<file path="src/rtl/pipe_hazard_ctrl.sv">
// Hazard/sequencing controller for the 5-stage pipeline: load-use and HI/LO busy stalls,
// taken-branch flushes, halt-syscall drain, and saturating stall/flush counters.
module pipe_hazard_ctrl #(
  parameter int MD_LAT    = 5,
  parameter int DRAIN_CYC = 3
) (
  input  logic        clk,
  input  logic        rst_n,
  input  logic        id_valid,
  input  logic [5:0]  id_op,
  input  logic [5:0]  id_func,
  input  logic [4:0]  id_rs,
  input  logic [4:0]  id_rt,
  input  logic        id_uses_rs,
  input  logic        id_uses_rt,
  input  logic        ex_memread,
  input  logic [4:0]  ex_wreg,
  input  logic        ex_branch_taken,
  input  logic        sys_v0_is_10,
  input  logic        resume,
  output logic        pc_en,
  output logic        ifid_en,
  output logic        ifid_flush,
  output logic        idex_flush,
  output logic        halted,
  output logic [15:0] stall_cnt,
  output logic [15:0] flush_cnt
);

  // state  | meaning
  // RUN    | normal issue; stalls, flushes and halt detection active
  // DRAIN  | halt accepted; front end frozen while the syscall reaches WB
  // HALTED | pipeline frozen until a resume pulse
  typedef enum logic [1:0] {RUN, DRAIN, HALTED} state_t;

  state_t      state;
  logic [3:0]  md_cnt;
  logic [2:0]  drain_cnt;

  logic is_rtype, mfhilo, muldiv, syscall, md_busy;
  logic load_use, md_stall, stall;
  logic in_run, br_run, stall_run, halt_req, md_load;

  assign is_rtype = (id_op == 6'h00);
  assign mfhilo   = is_rtype & ((id_func == 6'h10) | (id_func == 6'h12));
  assign muldiv   = is_rtype & (id_func[5:2] == 4'b0110);
  assign syscall  = is_rtype & (id_func == 6'h0C);
  assign md_busy  = (md_cnt != 4'd0);

  assign load_use = id_valid & ex_memread & (ex_wreg != 5'd0) &
                    ((id_uses_rs & (id_rs == ex_wreg)) | (id_uses_rt & (id_rt == ex_wreg)));
  assign md_stall = id_valid & (mfhilo | muldiv) & md_busy;
  assign stall    = load_use | md_stall;

  assign in_run    = (state == RUN);
  assign br_run    = in_run & ex_branch_taken;
  assign stall_run = in_run & ~ex_branch_taken & stall;
  assign halt_req  = in_run & ~ex_branch_taken & ~stall & id_valid & syscall & sys_v0_is_10;
  assign md_load   = in_run & id_valid & muldiv & ~stall & ~ex_branch_taken;

  // Outputs are gated by rst_n so they read 0 the moment reset asserts.
  always_comb begin
    pc_en      = 1'b0;
    ifid_en    = 1'b0;
    ifid_flush = 1'b0;
    idex_flush = 1'b0;
    halted     = 1'b0;
    if (rst_n) begin
      case (state)
        RUN: begin
          if (ex_branch_taken) begin
            pc_en      = 1'b1;
            ifid_en    = 1'b1;
            ifid_flush = 1'b1;
            idex_flush = 1'b1;
          end else if (stall) begin
            idex_flush = 1'b1;
          end else if (halt_req) begin
            ifid_en    = 1'b1;
            ifid_flush = 1'b1;
          end else begin
            pc_en   = 1'b1;
            ifid_en = 1'b1;
          end
        end
        DRAIN: begin
          ifid_flush = 1'b1;
          idex_flush = 1'b1;
        end
        HALTED:  halted = 1'b1;
        default: ;
      endcase
    end
  end

  always_ff @(posedge clk or negedge rst_n) begin
    if (!rst_n) begin
      state     <= RUN;
      md_cnt    <= 4'd0;
      drain_cnt <= 3'd0;
      stall_cnt <= 16'd0;
      flush_cnt <= 16'd0;
    end else begin
      if (md_load)      md_cnt <= 4'(MD_LAT);
      else if (md_busy) md_cnt <= md_cnt - 4'd1;

      if (stall_run && stall_cnt != 16'hFFFF) stall_cnt <= stall_cnt + 16'd1;
      if (br_run && flush_cnt != 16'hFFFF)    flush_cnt <= flush_cnt + 16'd1;

      case (state)
        RUN: begin
          if (halt_req) begin
            state     <= DRAIN;
            drain_cnt <= 3'(DRAIN_CYC - 1);
          end
        end
        DRAIN: begin
          if (drain_cnt == 3'd0) state <= HALTED;
          else                   drain_cnt <= drain_cnt - 3'd1;
        end
        HALTED: begin
          if (resume) state <= RUN;
        end
        default: state <= RUN;
      endcase
    end
  end

endmodule

</file>
<file path="config.mk">
export PLATFORM = sky130hd
export DESIGN_NAME = pipe_hazard_ctrl
export DESIGN_NICKNAME = d
export VERILOG_FILES = /design/src/rtl/pipe_hazard_ctrl.sv
export SDC_FILE = /design/constraint.sdc
export NUM_CORES = 1
export LEC_CHECK = 0
export BUFFER_PORTS_ARGS = -buffer_cell sky130_fd_sc_hd__buf_4
export CORE_AREA = 2 2 95 97
export CTS_CLUSTER_SIZE = 12
export DETAILED_ROUTE_END_ITERATION = 8
export DIE_AREA = 0 0 97 99
export PLACE_DENSITY_LB_ADDON = 0.05
export SYNTH_ARGS = -nofsm -noshare
export SYNTH_HDL_FRONTEND = slang
export SYNTH_SLANG_ARGS = --single-unit
</file>
<file path="constraint.sdc">
create_clock -name clk -period 3.5 [get_ports clk]
set_input_delay 0.35 -clock clk [delete_from_list [all_inputs] [get_ports clk]]
set_output_delay 0.35 -clock clk [all_outputs]
set_load 0.05 [all_outputs]
</file>
; ---- After elaboration in Yosys (flattened, before gate mapping)
; Index checks and enable logic that the tools add are counted.
[op_classes]
eq_ne = 14
multipliers = 0
n_reduce_logical = 11
bitwise_logic = 27
mux = 29
add_sub_neg = 4
div_mod_pow = 0
shifts = 0
order_cmp = 0
[op_table]
columns = operator, n
row1 = adder 16 x 1 -> 16 bit (second input constant), 2
row2 = inequality test 16 bit (second input constant), 2
row3 = AND 1 bit, 21
row4 = two-way mux 1 bit, 18
row5 = equality test 6 x 5 -> 1 bit (second input constant), 2
row6 = equality test 5 bit, 2
row7 = two-way mux 4 bit, 2
row8 = equality test 6 x 4 -> 1 bit (second input constant), 1
row9 = zero test 6 bit, 1
row10 = two-way mux 2 bit, 3
row11 = two-way mux 3 bit, 2
row12 = inequality test 2 bit (second input constant), 3
row13 = case mux 2 bit (3 select lines), 1
row14 = case mux 3 bit (2 select lines), 1
row15 = AND reduction 3 bit, 2
row16 = nonzero test 5 bit, 1
row17 = equality test 4 x 3 -> 1 bit (second input constant), 1
row18 = OR 1 bit, 4
row19 = case mux 1 bit (2 select lines), 2
row20 = nonzero test 2 bit, 2
row21 = nonzero test 4 bit, 1
row22 = subtractor 4 x 1 -> 4 bit (second input constant), 1
row23 = zero test 3 bit, 1
row24 = subtractor 3 x 1 -> 3 bit (second input constant), 1
row25 = other kinds (6), 8
[totals]
output_inout_bits = 37
inputBits = 36
regBits = 41
mem_bits_ro = 0
ram_bits = 0
n_memories = 0
latch_bits = 0
word_cells = 90

; ---- Logic depth before layout (Yosys ltp)
; Gate-level depths: netlist (run 1).
[depth]
ltp_word = 17
depth_mapped = 9
mapped_depth_nobuf = 8

; ---- Least setup slack after synthesis (run 1)
; OpenSTA, ideal clock, no wires.
[synth_timing]
path_kind = register -> output
start = reg md_cnt[0]
end = out idex_flush
required_ns = 3.150
setup_slack_ns = 1.023
t_arrival_ns = 2.127
stages_incl_launch_ff = 8
n_path_buf = 0
path_cell_list = dfrtp_1 -> inv_1 -> ha_1 -> nor3b_1 -> a211o_1 -> o22ai_1 -> nand2_1 -> a21oi_1
[synth_between]
elab_chain_len = 7
[synth_lines]
columns = element, line_no
row1 = from (decl), 37  ; logic [3:0] md_cnt;
row2 = from (signal assigned), 104  ; if (md_load) md_cnt <= 4'(MD_LAT);
row3 = from (signal assigned), 105  ; else if (md_busy) md_cnt <= md_cnt - 4'd1;
row4 = nonzero test 4 bit, 48  ; assign md_busy = (md_cnt != 4'd0);
row5 = AND 1 bit, 52  ; assign md_stall = id_valid & (mfhilo | muldiv) & md_busy;
row6 = OR 1 bit, 53  ; assign stall = load_use | md_stall;
row7 = two-way mux 1 bit, 76  ; end else if (stall) begin
row8 = two-way mux 1 bit, 71  ; if (ex_branch_taken) begin
row9 = case mux 1 bit (2 select lines), 69  ; case (state)
row10 = two-way mux 1 bit, 68  ; if (rst_n) begin
row11 = to (decl), 24  ; output logic idex_flush,
; Every way passes these cells.

; ---- Worst setup path after layout (run 1)
[layout_timing]
start = reg md_cnt[0]
end = out pc_en
[layout_between]
elab_chain_len = 13
[layout_lines]
columns = element, line_no
row1 = nonzero test 4 bit *, 48
row2 = AND 1 bit *, 52
row3 = OR 1 bit *, 53
row4 = inverter 1 bit, 58  ; assign halt_req = in_run & ~ex_branch_taken & ~stall & id_valid & syscall & sys_v0_is_10;
row5 = AND 1 bit (4 in series), 58
row6 = two-way mux 1 bit, 78  ; end else if (halt_req) begin
row7 = two-way mux 1 bit *, 76
row8 = two-way mux 1 bit *, 71
row9 = two-way mux 1 bit *, 69
row10 = two-way mux 1 bit *, 68
row11 = to (decl), 21  ; output logic pc_en,
; Mark *: on every way between the ends. The rest lies on a longest branch, timed or not.

==> qor.csv, run 1 <==
metric;value;unit
status;finished clean;
DRC errors left;0;
cts repair resizes;0;
clock group share of total power;27.8;%
final WL;5680;um
Period minus WS final;2.62;ns
vias post-DR;1920;
P_sw;0.500;mW
Iteration-0 DRC Markers;38;
sequential area share after synthesis;45.8;%
number of hold buffers added after cts;0;
commonest cells after routing, fill and taps aside;buf_4 (72), dfrtp_1 (41), xor2_1 (25);
Highest Clock Rate;0.382;GHz
worst reg2reg endpoint;stall_cnt[13];
crit path max-delay cell type;nor3b_1;
top_reg_cell synth;dfrtp_1;
Layout Skew;0.00947;ns
period utilisation layout;74.8;%
Power Density;475;nW/um2
Port Buffers;72;
RSZ-0062 raised after global routing;false;
vias per cell;4.66;
Worst Max-Slew Pin Slew;0.664;ns
Root Driver;clkbuf_8;
layout cells sized above 1;29.9;%
sw frac;34.8;%
Min-Delay Path Class;input pin to asynchronous set/reset pin;
CTS max path bufs;2;
wire per inst;13.8;um
Reg-to-Reg Start;md_cnt[0];
Area Growth Syn to Fin;34.8;%
count of cell types in the netlist;41;
Synth Instances;225;
Core Area;8550;um2
Synth Cell Area;2240;um2
Critical Path RT;3.15;ns
Max-slew headroom;55.1;%
initial antenna violation count;0;
ordered list of cells on the worst path;inv_1, ha_1, nor3b_1, a211o_1, o22ai_1, o21a_1, nor2_1, buf_4;
maximum fanout along the worst path;4;
gr usage total;11.8;%
Net Count, Synth;266;
Synth Area per Inst;9.97;um2
WS Path Type;register to output port;
Die X;97;um
number of global-route vias before repair;1788;
largest net degree at the start of global routing;45;
most common cell after layout, fill and taps aside;buf_4;
max-slew violations;0;
synth warn;0;
FF-to-FF setup slack;1.15;ns
initial core utilization;26.2;%
n_diodes;0;
setup bufs post-CTS;0;
EDFF count, synth;0;
Top Ports;73;
combinational fraction of design power;30.4;%
worst vdd ir;0.420;mV
total gr overflow;0;
ys async rst share;100;%
Worst setup SP type;register;
GPL Wtd Cong;0.908;
Worst-path clk slew;0.08;ns
Setup WS pre-CTS;1.12;ns
Register-to-Register Path Depth;8;
total CTS buffers;5;
Final HPWL DP;4260;um
max-cap violations;0;
CP max stage delay;0.48;ns
TNS Setup;0;ns
setup ws final;0.880;ns
CP delay by family, top;simple AND/OR/NAND/NOR gates;
crit end category;output port;
final setup vio count;0;
Die Ht;99;um
Skew-Pair Late Insertion Delay;0.29;ns
CTS tree;done;
H-Tree Depth;2;
final hold vios;0;
Int Pwr;0.937;mW
first-pass GRT wire length;9090;um
post-synthesis register bit count;41;
# clock sinks;41;
Nets;344;
num rows;34;
die area;9600;um2
share of power burned in registers;41.9;%
CP arrival;2.27;ns
Pre-antenna DRT Iters;4;
P_leak;1.47;nW
DRT antenna net count;0;
worst path bufs/invs;2;
[synthesized netlist by cell type (2+ instances only)]
cell / n / area [um2]
nor3_2: 5 / 50.1
nor2b_1: 2 / 12.5
nor2_1: 21 / 78.8
or3_1: 4 / 25.0
inv_1: 13 / 48.8
nor3_1: 5 / 25.0
xnor2_1: 16 / 140
nand2b_1: 5 / 31.3
xor2_1: 25 / 219
a21oi_1: 4 / 20.0
o21ai_0: 2 / 10.0
a211o_1: 2 / 17.5
nor4_2: 4 / 50.1
nand2_1: 21 / 78.8
nor4_1: 4 / 25.0
nor3b_1: 2 / 15.0
nand4_1: 9 / 56.3
ha_1: 5 / 62.6
nand3_1: 14 / 70.1
dfrtp_1: 41 / 1030
[registers in the layout (all words and copies together), names as in the netlist]
signal and count:
state 2, stall_cnt 16, flush_cnt 16, md_cnt 4, drain_cnt 3
[worst max-delay path by stage]
stage / from / endpoint / cells after the start
4_1_cts: md_cnt[0] / pc_en / 8
3_3_place_gp: md_cnt[0] / stall_cnt[13] / 8
3_5_place_dp: id_op[2] / stall_cnt[13] / 7
6_report: md_cnt[0] / pc_en / 8
5_1_grt: md_cnt[0] / pc_en / 8
2_1_floorplan: md_cnt[0] / idex_flush / 7
[logic make-up after synthesis]
kind of cell / after synthesis / share of synthesized area (%)
fa+ha+maj: 5 / 2.79
xor+xnor: 41 / 16.0
simple gates: 103 / 25.4
mux: 1 / 0.502
flops: 41 / 45.8
buf+inv: 14 / 2.68
compound gates: 20 / 6.86
[power groups by stage]
stage | clock, mW | sequential (mW) | combinational, mW
2_1_floorplan | 0 | 0.733 | 0.165
3_3_place_gp | 0 | 0.614 | 0.436
3_5_place_dp | 0 | 0.610 | 0.441
4_1_cts | 0.417 | 0.602 | 0.444
5_1_grt | 0.436 | 0.613 | 0.477
6_report | 0.399 | 0.602 | 0.436
[final cells by class]
class | count | area (um2)
timing repair buffer | 72 | 541
tap | 108 | 135
sequential | 41 | 1030
clock inverter | 1 | 30.0
clock buffer | 7 | 86.3
multi-input combinational | 170 | 1160
inverter | 13 | 48.8
fill | 882 | 5530
[layer usage]
layer  global-route usage (%)  wire [um]  part of all wire [%]  vias up
met1                     16.2       2760                    49      918
met2                     18.2       2530                    44       64
li1                         -          -                     -      930
met4                     4.01         85                   1.5        0
met3                     2.91        306                   5.4        8
met5                        0          0                     0        -
[stage by stage]
| stage | instances | power [mW] | util (%) | cell area, um2 | hold WS (ns) |
|---|---|---|---|---|---|
| after floorplan | 225 | 0.898 | - | 2240 | 0.0544 |
| after global placement | 404 | 1.05 | 34.0 | 2910 | 0.395 |
| after detailed placement | 404 | 1.05 | 34.0 | 2910 | 0.390 |
| after CTS | 412 | 1.46 | 35.4 | 3020 | 0.0762 |
| after global routing | 412 | 1.53 | 35.4 | 3020 | 0.0929 |
| final | 412 | 1.44 | 35.4 | 3020 | 0.0465 |
(Power assumes the default switching activity.)
==> run 2: changes to the inputs <==
ABC_AREA = 1   (was default)
CORE_AREA = 2 2 104 106   (was 2 2 95 97)
DIE_AREA = 0 0 106 108   (was 0 0 97 99)
clock period = 2.2 ns   (was 3.5 ns; I/O delays follow)
==> run 2 against run 1 <==
Non-clock buffer count increased by 7. Critical path depth up 3. Wire length is 20% higher. Critical endpoint is now ifid_en. Sequential share of layout area is 5.1 points lower. Synthesized area increased by 21%. Largest power group unchanged. Utilization decreased by 0.55 points. Die area increased by 19%. Clock-buffer cell count down 1. Global-route usage increased by 0.68 points. Clock skew rose by 0.0024 ns.
==> qor.csv, run 2 <==
metric;value;unit;change
status;finished clean;;unchanged
top cells by area, synth;dfrtp_1 (38%), nand2_1 (17%), nand3_1 (8.5%), inv_1 (7.5%), nor2_1 (6.3%);;was dfrtp_1 (46%), xor2_1 (9.8%), xnor2_1 (6.3%), nand2_1 (3.5%), nor2_1 (3.5%)
Die X;106;um;was 97 um
Area Growth Syn to Fin;31.8;%;was 34.8%
fin cells;606;;was 412
Worst setup SP type;register;;unchanged
Net Count, Synth;428;;was 266
n_diodes;0;;unchanged
Period minus WS final;2.04;ns;
P_sw;0.940;mW;was 0.500 mW
Port Buffers;72;;unchanged
combinational fraction of design power;37.2;%;was 30.4%
CP startpoint;md_cnt[0];;unchanged
Max-slew headroom;64.9;%;was 55.1%
Die Ht;108;um;was 99 um
final hold vios;0;;unchanged
vias per cell;4.26;;was 4.66
biggest regs;flush_cnt (16), stall_cnt (16), md_cnt (4);;unchanged
share of power burned in registers;41.1;%;was 41.9%
Post-synth top cells;nand2_1 (123), inv_1 (54), nand3_1 (46);;was dfrtp_1 (41), xor2_1 (25), nand2_1 (21), nor2_1 (21), xnor2_1 (16)
gr usage total;12.5;%;was 11.8%
crit end category;output port;;unchanged
final WL;6820;um;was 5680 um
CP max stage delay;0.40;ns;was 0.48 ns
Min-Delay Path Class;input pin to asynchronous set/reset pin;;unchanged
number of hold buffers added after cts;0;;unchanged
Iteration-0 DRC Markers;73;;was 38
Final HPWL DP;5370;um;was 4260 um
Synth Cell Area;2700;um2;was 2240 um2
Worst Max-Slew Pin Slew;0.526;ns;was 0.664 ns
total gr overflow;0;;unchanged
final setup vio count;0;;unchanged
vias post-DR;2579;;was 1,920
ordered list of cells on the worst path;inv_1, ha_1, inv_1, nor2_4, nand2_2, nand3_2, nand2_1, inv_2, nor2_1, nor2_1, buf_6;;was inv_1, ha_1, nor3b_1, a211o_1, o22ai_1, o21a_1, nor2_1, buf_4
Synth Instances;387;;was 225
sw frac;39.7;%;was 34.8%
num rows;37;;was 34
ys async rst share;100;%;unchanged
EDFF count, synth;0;;unchanged
most common cell after layout, fill and taps aside;nand2_1;;was buf_4
Worst-path clk slew;0.08;ns;about the same
max-cap violations;0;;unchanged
clock group share of total power;21.6;%;was 27.8%
initial core utilization;26.4;%;was 26.2%
max-slew violations;0;;unchanged
Skew-Pair Late Insertion Delay;0.29;ns;about the same
Layout Skew;0.0119;ns;was 0.00947 ns
crit path max-delay cell type;dfrtp_1;;was nor3b_1
DRC errors left;0;;unchanged
period utilisation layout;92.8;%;
Core Area;10200;um2;was 8550 um2
Design Area, Final;3560;um2;was 3020 um2
wire per inst;11.2;um;was 13.8 um
# clock sinks;41;;unchanged
CTS tree;done;;unchanged
DRT antenna net count;0;;unchanged
GPL Wtd Cong;0.777;;was 0.908
Highest Clock Rate;0.490;GHz;
P_leak;1.91;nW;was 1.47 nW
synth warn;0;;unchanged
Register-to-Register Path Depth;9;;was 8
die area;11400;um2;was 9600 um2
Area after DPL;3430;um2;was 2910 um2
WS Path Type;register to output port;;unchanged
Reg-to-Reg Start;stall_cnt[0];;was md_cnt[0]
sequential area share after synthesis;38.0;%;was 45.8%
largest net degree at the start of global routing;42;;was 45
Nets;511;;was 344
Pre-antenna DRT Iters;4;;unchanged
top-area cell type share of the netlist area;38.0;%;was 45.8%
FF-to-FF setup slack;0.39;ns;was 1.15 ns
Power Density;666;nW/um2;was 475 nW/um2
count of cell types in the netlist;27;;was 41
CTS max path bufs;2;;unchanged
Root Driver;clkbuf_8;;unchanged
Final Util;34.8;%;was 35.4%
layout cells sized above 1;21.7;%;was 29.9%
commonest cells after routing, fill and taps aside;nand2_1 (122), buf_4 (78), inv_1 (53);;was buf_4 (72), dfrtp_1 (41), xor2_1 (25)
Top Ports;73;;unchanged
top-count cell post-synth;nand2_1;;was dfrtp_1
Int Pwr;1.43;mW;was 0.937 mW
H-Tree Depth;2;;unchanged
maximum fanout along the worst path;4;;unchanged
top_reg_cell synth;dfrtp_1;;unchanged
post-synthesis register bit count;41;;unchanged
total CTS buffers;5;;unchanged
Cells after DPL;597;;was 404
number of global-route vias before repair;2500;;was 1,788
first-pass GRT wire length;11600;um;was 9090 um
initial antenna violation count;0;;unchanged
RSZ-0062 raised after global routing;false;;unchanged
Critical Path RT;1.98;ns;was 3.15 ns
dominant cell type by area after synthesis;dfrtp_1;;unchanged
worst vdd ir;0.245;mV;was 0.420 mV
CP arrival;1.82;ns;was 2.27 ns
Synth Area per Inst;6.98;um2;was 9.97 um2
TNS Setup;0;ns;unchanged
run 2: cell types whose count changed after synthesis, sizes merged, moves of 7 or more:
cell | before | now
inv | 13 | 54
xnor2 | 16 | 9
xor2 | 25 | 18
nor2 | 21 | 46
nand2 | 21 | 127
nor4 | 8 | 1
nand3 | 14 | 47
run 2: worst paths after layout:
check,endpoint
worst min-delay path,md_cnt[3]
max in group asynchronous,stall_cnt[0]
worst max register to register,stall_cnt[0]
worst max-delay path,ifid_en
min in group clk,state[1]
worst min register to register,md_cnt[2]
run 2: cell families (layout without fill, tap and decap cells):
family          after synthesis  count (layout)  share of synthesized area [%]
simple gates                242             242                           39.3
buf+inv                      57             140                           8.29
flops                        41              41                           38.0
xor+xnor                     27              27                           8.75
compound gates               15              15                           3.38
fa+ha+maj                     5               5                           2.31
run 2: worst max-delay path, delay by kind of cell, from the launching register on:
| kind | cells | cell delay [ns] |
|---|---|---|
| fa+ha+maj | 1 | 0.14 |
| simple gates | 6 | 0.59 |
| flops | 1 | 0.40 |
| buf+inv | 4 | 0.40 |
run 2: final cells by class:
cell class | instances | area (um2)
clock inverters | 1 | 7.51
fillers | 1116 | 6670
flip-flops and latches | 41 | 1030
well taps | 136 | 170
clock buffers | 6 | 82.6
multi-input cells | 289 | 1480
repair buffers | 79 | 597
inverters | 54 | 203
run 2: metal layers:
metal  up-vias  part of all wire, %  track usage, %
li1       1375                    -               -
met1      1144                   51            17.3
met2        58                   44            20.0
met3         2                  4.5            2.53
met4         0                 0.54            3.10
met5         -                    0               0
run 2: power groups by stage:
stage	clock, mW	sequential (mW)	combinational [mW]
6_report	0.512	0.975	0.883
5_1_grt	0.569	0.995	0.980
3_3_place_gp	0	0.987	0.845
4_1_cts	0.549	0.973	0.850
3_5_place_dp	0	0.986	0.841
2_1_floorplan	0	1.21	0.318
run 2: per-stage QoR:
stage,setup WS (ns),hold slack [ns],total power [mW]
6_report,0.159,0.0354,2.37
5_1_grt,0.00138,0.0820,2.54
4_1_cts,0.00595,0.0573,2.37
3_5_place_dp,0.200,0.387,1.83
3_3_place_gp,0.271,0.399,1.83
2_1_floorplan,0.0196,-0.0756,1.53
run 2: timing repair:
item | 4_1_cts | 5_1_grt
setup endpoints to repair | 3 | 4
pin swaps | 0 | 2
setup buffers | 0 | 2
gates resized for setup | 3 | 5
